### config.mk
export PLATFORM = sky130hd
export DESIGN_NAME = seq_detect_ctrl
export DESIGN_NICKNAME = d
export VERILOG_FILES = /design/src/rtl/seq_detect_pkg.sv /design/src/rtl/seq_shift_match.sv /design/src/rtl/seq_detect_ctrl.sv
export SDC_FILE = /design/constraint.sdc
export NUM_CORES = 1
export LEC_CHECK = 0
export ABC_AREA = 1
export CORE_MARGIN = 1
export CORE_UTILIZATION = 56
export CTS_BUF_LIST = sky130_fd_sc_hd__clkbuf_8
export CTS_CLUSTER_DIAMETER = 60
export DETAILED_ROUTE_END_ITERATION = 10
export PLACE_DENSITY = 0.95
export SLEW_MARGIN = 40
export SYNTH_ARGS = -nofsm -noshare
export SYNTH_HDL_FRONTEND = slang
export SYNTH_SLANG_ARGS = --single-unit
### constraint.sdc
create_clock -name clk -period 2.22 [get_ports clk]
set_input_delay 0.444 -clock clk [delete_from_list [all_inputs] [get_ports clk]]
set_output_delay 0.444 -clock clk [all_outputs]
set_load 0.05 [all_outputs]
### src/rtl/seq_detect_pkg.sv
// Shared types and defaults for the serial sequence detector.
package seq_detect_pkg;

  localparam int PAT_MAX_DEF = 8;
  localparam int CNT_W_DEF   = 8;
  localparam int LEN_W       = 3;

  typedef enum logic [1:0] {
    IDLE = 2'b00,
    FILL = 2'b01,
    RUN  = 2'b10,
    DONE = 2'b11
  } state_t;

endpackage

### src/rtl/seq_shift_match.sv
// History shift register with a length-masked compare against the pattern.
module seq_shift_match #(
  parameter int PAT_MAX = 8
) (
  input  logic               clk,
  input  logic               reset,
  input  logic               clr,
  input  logic               shift,
  input  logic               x,
  input  logic [PAT_MAX-1:0] pattern,
  input  logic [2:0]         len,
  output logic               hit
);

  logic [PAT_MAX-1:0] hist;
  logic [PAT_MAX-1:0] hist_nxt;
  logic [PAT_MAX-1:0] mask_lo;
  logic [PAT_MAX-1:0] mask;

  // hit reflects the history as it will be after x is shifted in this cycle
  always_comb begin
    hist_nxt = {hist[PAT_MAX-2:0], x};
    mask_lo  = ~({PAT_MAX{1'b1}} << len);
    mask     = {mask_lo[PAT_MAX-2:0], 1'b1};
    hit      = ((hist_nxt ^ pattern) & mask) == '0;
  end

  always_ff @(posedge clk or negedge reset) begin
    if (!reset) begin
      hist <= '0;
    end else if (clr) begin
      hist <= '0;
    end else if (shift) begin
      hist <= hist_nxt;
    end
  end

endmodule

### src/rtl/seq_detect_ctrl.sv
// Sequence detector controller: config handshake, FSM and saturating match counter.
module seq_detect_ctrl
  import seq_detect_pkg::*;
#(
  parameter int PAT_MAX = PAT_MAX_DEF,
  parameter int CNT_W   = CNT_W_DEF
) (
  input  logic               clk,
  input  logic               reset,
  input  logic               x,
  input  logic               cfg_valid,
  output logic               cfg_ready,
  input  logic [PAT_MAX-1:0] cfg_pattern,
  input  logic [LEN_W-1:0]   cfg_len,
  input  logic [CNT_W-1:0]   cfg_target,
  input  logic               start,
  input  logic               abort,
  output logic               y,
  output logic               busy,
  output logic               done,
  output logic [CNT_W-1:0]   match_count
);

  state_t             state;
  logic [PAT_MAX-1:0] pat_q;
  logic [LEN_W-1:0]   len_q;
  logic [LEN_W-1:0]   fill_q;
  logic [CNT_W-1:0]   tgt_q;
  logic [CNT_W-1:0]   cnt_inc;
  logic               idle_like;
  logic               start_acc;
  logic               sample;
  logic               hit;
  logic               counted;

  always_comb begin
    idle_like = (state == IDLE) || (state == DONE);
    start_acc = idle_like && start;
    sample    = !idle_like && !abort;
    // a match counts once the (len+1)-th bit has been sampled
    counted   = sample && hit && ((state == RUN) || (fill_q == len_q));
    cnt_inc   = (match_count == '1) ? match_count : match_count + 1'b1;
  end

  seq_shift_match #(.PAT_MAX(PAT_MAX)) u_shift (
    .clk     (clk),
    .reset   (reset),
    .clr     (start_acc),
    .shift   (sample),
    .x       (x),
    .pattern (pat_q),
    .len     (len_q),
    .hit     (hit)
  );

  always_ff @(posedge clk or negedge reset) begin
    if (!reset) begin
      state       <= IDLE;
      pat_q       <= '0;
      len_q       <= '0;
      tgt_q       <= '0;
      fill_q      <= '0;
      match_count <= '0;
      y           <= 1'b0;
      busy        <= 1'b0;
      done        <= 1'b0;
      cfg_ready   <= 1'b1;
    end else begin
      y <= counted;
      if (idle_like && cfg_valid) begin
        pat_q <= cfg_pattern;
        len_q <= cfg_len;
        tgt_q <= cfg_target;
      end
      unique case (state)
        IDLE, DONE: begin
          if (start) begin
            state       <= FILL;
            fill_q      <= '0;
            match_count <= '0;
            busy        <= 1'b1;
            done        <= 1'b0;
            cfg_ready   <= 1'b0;
          end
        end
        FILL, RUN: begin
          if (abort) begin
            state     <= IDLE;
            busy      <= 1'b0;
            cfg_ready <= 1'b1;
          end else begin
            if ((state == FILL) && (fill_q != len_q)) begin
              fill_q <= fill_q + 1'b1;
            end else begin
              state <= RUN;
            end
            // reaching the target overrides the FILL/RUN transition above
            if (counted) begin
              match_count <= cnt_inc;
              if ((tgt_q != '0) && (cnt_inc == tgt_q)) begin
                state     <= DONE;
                busy      <= 1'b0;
                done      <= 1'b1;
                cfg_ready <= 1'b1;
              end
            end
          end
        end
      endcase
    end
  end

endmodule

# After elaboration in Yosys (flattened, before gate mapping)
# Index checks and enable logic that the tools add are counted.
[totals] reg_bits=43 output_inout_bits=12 in_bits=25 word_cells=81
[op_classes] muxes=29 add_sub_neg=2 reduce_logical=21 n_eq_ne=14 bitwise_logic=3 n_shift=1
[ops] cell="$mux W8" count=4
[ops] cell="$pmux W8 S2" count=1
[ops] cell="$mux W7" count=2
[ops] cell="$mux W2" count=5
[ops] cell="$ne A2 B2 Y1 const B" count=5
[ops] cell="$mux W1" count=9
[ops] cell="$mux W3" count=3
[ops] cell="$reduce_and A3 Y1" count=3
[ops] cell="$add A8 B1 Y8 const B" count=1
[ops] cell="$and A8 B8 Y8" count=1
[ops] cell="$eq A8 B8 Y1" count=1
[ops] cell="$eq A8 B8 Y1 const B" count=1
[ops] cell="$logic_not A8 Y1" count=1
[ops] cell="$reduce_bool A8 Y1" count=1
[ops] cell="$shl A8 B3 Y7 const A" count=1
[ops] cell="$xor A8 B8 Y8" count=1
[ops] cell="$logic_and A1 B1 Y1" count=7
[ops] cell="$not A7 Y7" count=1
[ops] cell="$ne A3 B3 Y1 const B" count=2
[ops] cell="$pmux W1 S2" count=3
[ops] cell="$pmux W3 S2" count=1
[ops] cell="$eq A2 B2 Y1 const B" count=2
[ops] cell="$pmux W2 S2" count=1
[ops] cell="$reduce_and A4 Y1" count=1
[ops] cell="9 further kinds" count=12

# Longest topological paths before layout
# Gate-level depths: netlist (run 1).
[depth] depth_word=9 ltp_mapped=15 ltp_nobuf=15

# Hierarchy
# From an unflattened synthesis (run 1), not the netlist that was laid out.
[unflattened] cells_unflattened=314 area_unflattened_um2=2426.1
[by_module_without_submodules] mod="seq_detect_ctrl" instances=1 seq_area_each_um2=902.1 area_each_um2=1884.3 cells_per_inst=226
[by_module_without_submodules] mod="seq_shift_match" instances=1 seq_area_each_um2=175.2 area_each_um2=541.8 cells_per_inst=88

# Least setup slack after synthesis (run 1)
# Ideal clock, no wire load.
[synth_path] kind="reg-to-reg" startpoint="register match_count[1]" endpoint="register busy" setup_slack_ns=0.092 path_stages_with_launch=16 path_buffers=1 period_less_slack_ns=2.128 arrival_time_ns=1.998 setup_time_ns=0.130 required_ns=2.090 path_cell_list="dfrtp_1 > ha_1 > nand2_2 > nor2_2 > nand2_2 > buf_6 > nand2_4 > inv_2 > nand2_2 > nand2_2 > a21oi_2 > inv_1 > nor2_1 > nand2_1 > nand3_1 > nand2_1"
[synth_between] elab_chain_len=6 elab_cells_between_ends=7 classes_between="add/sub (1); eq/ne (3); mux (1); reduce/logical (2)"
[synth_rtl] item="start, declared" line_no="seq_detect_ctrl.sv:21" text="output logic [CNT_W-1:0] match_count"
[synth_rtl] item="start signal, assigned" line_no="seq_detect_ctrl.sv:99" text="match_count <= cnt_inc;"
[synth_rtl] item="$add A8 B1 Y8 / $eq A8 B8 Y1 (equally long branches)" line_no="seq_detect_ctrl.sv:42" text="cnt_inc = (match_count == '1) ? match_count : match_count + 1'b1;"
[synth_rtl] item="$mux W8 (*)" line_no="seq_detect_ctrl.sv:42"
[synth_rtl] item="$eq A8 B8 Y1 (*)" line_no="seq_detect_ctrl.sv:100" text="if ((tgt_q != '0) && (cnt_inc == tgt_q)) begin"
[synth_rtl] item="$logic_and A1 B1 Y1 (*)" line_no="seq_detect_ctrl.sv:100"
[synth_rtl] item="$ne A3 B3 Y1 (no source line) (*)"
[synth_rtl] item="$reduce_and A3 Y1 (no source line) (*)"
[synth_rtl] item="end signal, assigned" line_no="seq_detect_ctrl.sv:81" text="busy <= 1'b1;"
[synth_rtl] item="end signal, assigned" line_no="seq_detect_ctrl.sv:89" text="busy <= 1'b0;"
[synth_rtl] item="end signal, assigned" line_no="seq_detect_ctrl.sv:102" text="busy <= 1'b0;"
[synth_rtl] item="end, declared" line_no="seq_detect_ctrl.sv:19" text="output logic busy,"
# Every way passes the cells marked *; elsewhere a longest branch is shown, timed or not.
# A chain may end at the register's enable or synchronous reset.

# Final worst setup path (run 1)
[layout_path] startpoint="register match_count[2]" endpoint="output port match_count[2]"
# No word-level cell between the ends.

==> impl_metrics.py, run 1 <==
metrics = {
    "floorplan": {
        "io_pins": 37,
        "dieArea_um2": 4517,
        "initial_core_util_pct": 59.10,
        "core_um2": 4029,
        "die_height_um": 67.21,
        "rows": 23,
        "die_x_um": 67.21,
    },
    "layout": {
        "final_area_um2": 2957,
        "nNetsFinal": 394,
        "post-route-util_pct": 73.39,
        "drive_gt1_share_pct": 12.30,
        "n_antenna_cell": 0,
        "area_growth_pct": 24.17,
    },
    "synthesis": {
        "syn_inst": 317,
        "ys_seq_area_share_pct": 45.24,
        "yosys_warnings": 0,
        "avgSynthCellArea_um2": 7.511,
        "synth_cell_types": 31,
        "synth_seq_cells": 43,
        "syn-num-nets": 346,
        "synth_area_um2": 2381,
    },
    "sta": {
        "fin_tns_setup_ps": 0,
        "hold_viol_final": 0,
        "rsz0062_at_grt": "no",
        "finalSetupViolCount": 0,
        "fmax_ghz": 0.4740,
        "finalCritPeriodShare_pct": 95.02,
        "final_max_slew_viol_count": 0,
        "worst_slew_pin_slew_ps": 551.3,
        "whs_ps": 203.1,
        "slew_headroom_pct": 63.25,
        "fin_skew_ps": 9.913,
        "layout_min_cycle_time_ps": 2110,
    },
    "clock_network": {
        "clk_pin_slew_ps": 90,
        "h-tree-depth": 2,
        "clkLatencyLatePin_ps": 300,
        "cts-buffers-inserted": 5,
        "cts_hold_repair.buffers": 0,
        "clock_path_buffers": 2,
        "cts_sinks": 43,
        "cts_tree": "built",
        "cts_root_buffer": "clkbuf_8",
    },
    "run_status": {
        "outcome": "completed",
    },
    "power_and_ir_drop": {
        "p_comb_share_pct": 43.7,
        "seq_power_share_pct": 40.5,
        "leakage_nw": 1.503,
        "ir_worst_vdd_uv": 600.1,
        "clockPowerShare_pct": 15.7,
        "internal_power_w": 0.001782,
        "power_w": 0.003116,
        "netSwitchingFraction_pct": 42.79,
        "p_per_area_nw_per_um2": 1054,
        "p_sw_w": 0.001333,
    },
    "worst_setup_path": {
        "crit_family": "buffers and inverters",
        "cp_data_arrival_time_ps": 1670,
        "crit_chain": "clkdlybuf4s50_1",
        "crit_path_end_kind": "output port",
        "cp_num_buf_inv": 1,
        "critPathSlowestCell": "clkdlybuf4s50_1",
        "max_stage_delay_ps": 860,
        "worstPathRequired_ps": 1780,
        "worst_setup_path_start_kind": "flop",
        "cp_max_fo": 7,
        "path_class": "flop to output port",
    },
    "global_routing": {
        "grt_usage_pct": 28.46,
        "grt_pass1_wl_um": 9591,
        "overflow": 0,
        "grt_pass1_vias": 2151,
        "antenna_found_initial": 0,
        "grt_max_degree": 44,
    },
    "placed_design": {
        "dpl.hpwl_um": 4275,
        "placed_cell_area_um2": 2829,
        "gp_congestion": 0.9047,
        "portBuffers": 36,
    },
    "routing": {
        "ant_nets": 0,
        "wire_per_inst_um": 14.04,
        "dr_wl_met3_um": 365,
        "vias": 2316,
        "met2_length_um": 2890,
        "firstDrtPassIters": 6,
        "wl_met1_um": 2417,
        "routed.top_layer": "met4",
        "drcViolationCount": 0,
        "initialDrtViolationCount": 323,
        "totalWireLength_um": 5842,
        "vias_per_cell": 5.567,
    },
    "job": {
        "cap_violations": 0,
    },
    "min_path": {
        "min_path_type": "input port to asynchronous set/reset pin",
    },
}
[worst paths after layout]
kind	from	cells after the start	endpoint	slack (ps)
min	reset	2	tgt_q[0]	200
max reg2reg	state[0]	12	match_count[3]	160
min reg2reg	cfg_ready	2	cfg_ready	490
max	match_count[2]	1	match_count[2]	110
min in group clk	cfg_ready	2	cfg_ready	490
max in group asynchronous	reset	2	cfg_ready	1630
[cells in the final DEF, fill, tap and decap left out, types with 4 or more instances in the layout]
cell / n
a21oi_1: 17
inv_1: 42
clkbuf_8: 5
buf_4: 11
mux2_2: 4
o21ai_0: 11
nor2_1: 34
nand2_1: 90
nand3_1: 30
nor2_2: 5
o22ai_1: 6
nand2_2: 4
dfrtp_1: 42
clkdlybuf4s50_1: 35
[layer usage]
layer / GRT usage (%) / vias to the layer above
met5: 0 / -
met4: 11.44 / 0
met3: 4.223 / 25
met2: 47.75 / 113
met1: 36.75 / 1083
li1: - / 1095
[power by group through the flow]
stage | registers [W] | logic, W | clock network (W)
2_1_floorplan | 0.00127 | 0.000892 | 0
3_3_place_gp | 0.00124 | 0.00125 | 0
3_5_place_dp | 0.00126 | 0.00131 | 0
4_1_cts | 0.00125 | 0.00133 | 0.000485
5_1_grt | 0.00130 | 0.00153 | 0.000508
6_report | 0.00126 | 0.00136 | 0.000491
[registers in the layout (all words and copies together) (netlist names)]
name and flops:
state 2, fill_q 3, match_count 8, u_shift.hist 7, done 1, y 1
len_q 3, cfg_ready 1, busy 1, pat_q 8, tgt_q 8
[cells by family after synthesis]
| family | synth area share, % |
|---|---|
| compound gates | 8.670 |
| xor+xnor | 1.472 |
| flops | 45.24 |
| simple gates | 32.58 |
| mux | 1.892 |
| fa+ha+maj | 2.102 |
| buf+inv | 8.039 |
[synthesized netlist by cell type, drive strengths merged]
| cell | count | share of area [%] |
|---|---|---|
| nand2 | 96 | 16 |
| inv | 43 | 6.8 |
| dfrtp | 42 | 44 |
| nor2 | 40 | 7.5 |
| nand3 | 31 | 6.7 |
| a21oi | 18 | 3.9 |
| o21ai | 12 | 2.5 |
| o22ai | 6 | 1.6 |
| clkbuf | 4 | 0.63 |
| ha | 4 | 2.1 |
| mux2 | 4 | 1.9 |
| nand4 | 3 | 1.1 |
| or2 | 3 | 0.89 |
| buf | 2 | 0.63 |
| nor3 | 2 | 0.42 |
| o21bai | 2 | 0.63 |
| xnor2 | 2 | 0.74 |
| xor2 | 2 | 0.74 |
| dfstp | 1 | 1.1 |
[what timing repair did]
| item | 4_1_cts | 5_1_grt |
|---|---|---|
| buffers inserted | 0 | 3 |
| gates resized for setup | 0 | 4 |
| endpoints found under the setup margin | 0 | 9 |
[final cells by class]
type | count | area (µm²)
clock buffer | 5 | 68.82
clock inverter | 3 | 16.27
sequential | 43 | 1077
inverter | 43 | 161.4
tap | 50 | 62.56
multi-input combinational | 225 | 1132
timing repair buffer | 47 | 437.9
fill | 297 | 1072
[through the flow]
step | worst slack, ps | cells
2_1_floorplan | 91.59 | 317
3_3_place_gp | 127.6 | 405
3_5_place_dp | 78.53 | 405
4_1_cts | 102.6 | 413
5_1_grt | 13.54 | 416
6_report | 110.5 | 416
Power figures use the tool's default switching activity.
==> inputs of run 2 (changes only) <==
- CTS_CLUSTER_DIAMETER: 60 -> 40
- SETUP_SLACK_MARGIN: default -> 0.4
==> impl_metrics.py, run 2 (synthesized netlist as in run 1, its figures left out) <==
metrics = {
    "sta": {
        "setup_ws_ps": 179.9,
        "worst_slew_pin_slew_ps": 532.5,
        "hold_viol_final": 0,
        "layout_min_cycle_time_ps": 2040,
        "final_max_slew_viol_count": 0,
        "finalCritPeriodShare_pct": 91.90,
        "slew_headroom_pct": 64.50,
        "fin_skew_ps": 11.37,
        "finalSetupViolCount": 0,
        "fmax_ghz": 0.4902,
        "rsz0062_at_grt": "yes",
        "fin_tns_setup_ps": 0,
    },
    "clock_network": {
        "cts_tree": "built",
        "cts_hold_repair.buffers": 0,
        "clkLatencyLatePin_ps": 310,
        "cts_root_buffer": "clkbuf_8",
        "h-tree-depth": 2,
        "cts_sinks": 43,
        "clock_path_buffers": 2,
        "clk_pin_slew_ps": 80,
        "cts-buffers-inserted": 5,
    },
    "layout": {
        "drive_gt1_share_pct": 24.73,
        "num-fill-cells": 238,
        "nNetsFinal": 404,
        "n_antenna_cell": 0,
        "layout.area.seq_um2": 1086,
        "multi_input_area_um2": 1285,
        "top_regs": "match_count: 8 flops, pat_q: 8 flops, tgt_q: 8 flops",
        "most-common-layout-cells": "82 x nand2_1, 38 x inv_1, 35 x dfrtp_1",
        "layout_commonest_cell": "nand2_1",
        "area_growth_pct": 35.26,
    },
    "routing": {
        "drcViolationCount": 0,
        "vias_per_cell": 5.939,
        "wire_per_inst_um": 16.63,
        "initialDrtViolationCount": 272,
        "totalWireLength_um": 7086,
        "firstDrtPassIters": 7,
        "vias": 2530,
        "ant_nets": 0,
    },
    "floorplan": {
        "core_um2": 4029,
        "die_x_um": 67.21,
        "rows": 23,
        "die_height_um": 67.21,
        "initial_core_util_pct": 59.10,
        "dieArea_um2": 4517,
        "io_pins": 37,
    },
    "placed_design": {
        "gp_congestion": 0.9056,
        "dpl.hpwl_um": 4238,
        "portBuffers": 36,
        "post-place-ws_ps": 89.95,
    },
    "worst_setup_path": {
        "cp_data_arrival_time_ps": 2230,
        "worstPathRequired_ps": 2410,
        "path_class": "flop to flop",
        "worst_setup_path_start_kind": "flop",
        "crit_path_end_kind": "flop",
        "cp_max_fo": 8,
    },
    "power_and_ir_drop": {
        "leakage_nw": 1.647,
        "p_per_area_nw_per_um2": 1060,
        "ir_worst_vdd_uv": 808.5,
        "power_w": 0.003412,
    },
    "job": {
        "cap_violations": 0,
    },
    "global_routing": {
        "grt_pass1_wl_um": 9749,
        "grt_pass1_vias": 2147,
        "use_met3_pct": 8.446,
        "overflow": 0,
        "grt_usage_pct": 29.80,
        "grtUsageMet1_pct": 35.98,
        "top_usage_layer": "met2",
        "antenna_found_initial": 0,
        "grt_max_degree": 25,
        "met2_usage_pct": 49.88,
    },
    "run_status": {
        "outcome": "completed",
    },
    "min_path": {
        "min_path_type": "input port to asynchronous set/reset pin",
    },
}
-- run 2: layout make-up --
class / count / share of cell area (%)
clock inverter: 3 / 1.360
tap: 50 / 1.943
inverter: 43 / 5.245
clock buffer: 5 / 2.137
sequential: 43 / 33.72
multi-input combinational: 225 / 39.90
timing repair buffer: 57 / 15.70
-- run 2: repair_timing --
item | 4_1_cts | 5_1_grt
pin swaps | 9 | 13
setup buffers | 7 | 7
hold endpoints to repair | 0 | 0
resized for setup | 41 | 23
cloned | 0 | 0
setup endpoints to repair | 26 | 15
-- run 2: metrics by stage --
step	hold slack (ps)	std cells	instance area, µm²	utilization [%]
after CTS	117.7	419	3093	76.77
final	113.9	426	3221	79.94
after global placement	434.1	404	2855	70.87
after floorplan	148.4	317	2415	-
after detailed placement	438.5	404	2855	70.87
after global routing	134.8	426	3221	79.94
-- run 2: path summary, 6_finish.rpt --
check,start,end,slack [ps],cells after the start
worst max-delay path,match_count[0],busy,180,15
worst min register to register,cfg_ready,cfg_ready,500,2
max in group asynchronous,reset,len_q[1],1450,2
worst min-delay path,reset,match_count[7],110,1
min in group clk,cfg_ready,cfg_ready,500,2
worst max register to register,match_count[0],busy,180,15
-- run 2: metal layers --
metal | share of wire, % | routed length [µm]
met2 | 48 | 3372
met1 | 38 | 2727
met3 | 8.9 | 631
met5 | 0 | 0
met4 | 5.0 | 354
-- run 2: critical path: stages (launching register included) --
cell,delay (ps)
dfrtp_2,430
ha_4,180
nand2_2,70
nor2_4,160
nand2_4,110
buf_4,160
nand2_4,60
inv_2,60
nand2_2,60
nand2_2,60
a21oi_4,160
inv_1,100
nor2_2,140
nand2_4,80
nand3_2,60
nand2_1,50
-- run 2: power by group --
part,internal (W),switching (W)
combinational,0.000566,0.000971
clock,0.000335,0.000276
sequential,0.00104,0.000219
total,0.00195,0.00147
==> inputs of run 3 (changes only) <==
- RECOVER_POWER: default -> 25
==> impl_metrics.py, run 3 (synthesized netlist as in run 1, its figures left out) <==
metrics = {
    "floorplan": {
        "core_um2": 4029,
        "io_pins": 37,
        "die_height_um": 67.21,
        "die_x_um": 67.21,
        "initial_core_util_pct": 59.10,
        "dieArea_um2": 4517,
        "rows": 23,
    },
    "sta": {
        "fin_tns_setup_ps": 0,
        "final_max_slew_viol_count": 0,
        "fin_skew_ps": 10.65,
        "worst_slew_pin_slew_ps": 1247,
        "slew_headroom_pct": 16.83,
        "fmax_ghz": 0.4925,
        "hold_viol_final": 0,
        "rsz0062_at_grt": "yes",
        "finalCritPeriodShare_pct": 91.47,
        "whs_ps": 385.9,
        "finalSetupViolCount": 0,
        "layout_min_cycle_time_ps": 2031,
    },
    "clock_network": {
        "cts-buffers-inserted": 5,
        "clock_path_buffers": 2,
        "cts_root_buffer": "clkbuf_8",
        "cts_hold_repair.buffers": 0,
        "clk_pin_slew_ps": 80,
        "cts_tree": "built",
        "h-tree-depth": 2,
        "clkLatencyLatePin_ps": 310,
        "cts_sinks": 43,
    },
    "worst_setup_path": {
        "crit_path_end_kind": "flop",
        "path_class": "flop to flop",
        "worst_setup_path_start_kind": "flop",
        "cp_max_fo": 8,
        "crit_chain": "ha_4 > nand2_2 > nor2_4 > nand2_4 > buf_4 > nand2_4 > inv_2 > nand2_2 > nand2_2 > a21oi_4 > inv_1 > nor2_2 > nand2_4 > nand3_2 > nand2_1",
        "crit_family": "simple AND/OR/NAND/NOR gates",
        "cp_data_arrival_time_ps": 2230,
        "cp_num_buf_inv": 3,
        "rrSetupSlack_ps": 190,
        "max_stage_delay_ps": 420,
        "worstPathRequired_ps": 2420,
        "critPathSlowestCell": "dfrtp_2",
    },
    "layout": {
        "drive_gt1_share_pct": 24.47,
        "most-common-layout-cells": "82 x nand2_1, 38 x inv_1, 35 x dfrtp_1",
        "nNetsFinal": 404,
        "layoutNonFillerInstCount": 426,
        "n_antenna_cell": 0,
        "num-fill-cells": 237,
        "layout_commonest_cell": "nand2_1",
        "area_growth_pct": 35.10,
        "top_regs": "match_count: 8 flops, pat_q: 8 flops, tgt_q: 8 flops",
    },
    "power_and_ir_drop": {
        "internal_power_w": 0.001945,
        "ir_worst_vdd_uv": 808.6,
        "p_comb_share_pct": 45.1,
        "leakage_nw": 1.643,
        "clockPowerShare_pct": 17.9,
        "seq_power_share_pct": 37.0,
        "netSwitchingFraction_pct": 43.08,
        "p_per_area_nw_per_um2": 1062,
        "p_sw_w": 0.001472,
    },
    "routing": {
        "routed.top_layer": "met4",
        "wl_met1_um": 2751,
        "ant_nets": 0,
        "drcViolationCount": 0,
        "totalWireLength_um": 7082,
        "wire_per_inst_um": 16.62,
        "firstDrtPassIters": 5,
        "vias_per_cell": 5.923,
        "initialDrtViolationCount": 306,
        "dr_wl_met3_um": 602,
        "met2_length_um": 3379,
        "vias": 2523,
    },
    "placed_design": {
        "portBuffers": 36,
        "dpl.cell_count": 404,
        "dpl.hpwl_um": 4238,
        "gp_congestion": 0.9056,
    },
    "global_routing": {
        "grt_max_degree": 25,
        "overflow": 0,
        "antenna_found_initial": 0,
        "grt_usage_pct": 29.80,
        "grt_pass1_wl_um": 9749,
        "grt_pass1_vias": 2147,
    },
    "min_path": {
        "min_path_type": "input port to asynchronous set/reset pin",
    },
    "job": {
        "cap_violations": 0,
    },
    "run_status": {
        "outcome": "completed",
    },
}
-- run 3: power groups by stage --
stage               combinational [W]  sequential, W  clock [W]
finish                        0.00154        0.00127   0.000612
global route                  0.00169        0.00129   0.000647
CTS                           0.00141        0.00124   0.000610
detailed placement            0.00134        0.00126          0
global placement              0.00127        0.00124          0
floorplan                    0.000908        0.00127          0
-- run 3: worst paths after layout --
| check | startpoint | end | cells past startpoint |
|---|---|---|---|
| hold / removal | reset | busy | 1 |
| max in group asynchronous | reset | len_q[1] | 2 |
| setup reg to reg | match_count[0] | busy | 15 |
| setup / recovery | match_count[0] | busy | 15 |
| hold reg to reg | cfg_ready | cfg_ready | 2 |
| min in group clk | cfg_ready | cfg_ready | 2 |
-- run 3: worst register-to-register path, cell delays in order (launching register included) --
cell,delay [ps]
dfrtp_2,420
ha_4,180
nand2_2,70
nor2_4,160
nand2_4,110
buf_4,160
nand2_4,50
inv_2,60
nand2_2,60
nand2_2,60
a21oi_4,150
inv_1,100
nor2_2,140
nand2_4,80
nand3_2,60
nand2_1,50
-- run 3: cell type report --
| type | count | area [µm²] | share of cell area (%) |
|---|---|---|---|
| Clock buffer | 5 | 68.82 | 2.139 |
| Clock inverter | 3 | 43.79 | 1.361 |
| Inverter | 43 | 168.9 | 5.251 |
| Multi-Input combinational cell | 225 | 1285 | 39.95 |
| Sequential cell | 43 | 1086 | 33.76 |
| Tap cell | 50 | 62.56 | 1.945 |
| Timing Repair Buffer | 57 | 501.7 | 15.60 |
-- run 3: metal layers --
metal | vias to the layer above | GRT usage, %
li1 | 1124 | -
met1 | 1178 | 35.98
met2 | 176 | 49.88
met3 | 45 | 8.446
met4 | 0 | 11.97
met5 | - | 0
-- run 3: repair_timing --
item | CTS | global route
setup buffers | 7 | 7
pin swaps | 9 | 13
setup endpoints to repair | 26 | 15
resized for setup | 41 | 23
-- run 3: metrics by stage --
| step | cell area (µm²) | util [%] | power [W] | setup slack (ps) |
|---|---|---|---|---|
| 4_1_cts | 3093 | 76.77 | 0.003265 | 274.7 |
| 3_3_place_gp | 2855 | 70.87 | 0.002509 | 132.6 |
| 2_1_floorplan | 2415 | - | 0.002179 | 346.1 |
| 3_5_place_dp | 2855 | 70.87 | 0.002595 | 89.95 |
| 5_1_grt | 3217 | 79.84 | 0.003625 | 109.4 |
| 6_report | 3217 | 79.84 | 0.003417 | 189.4 |
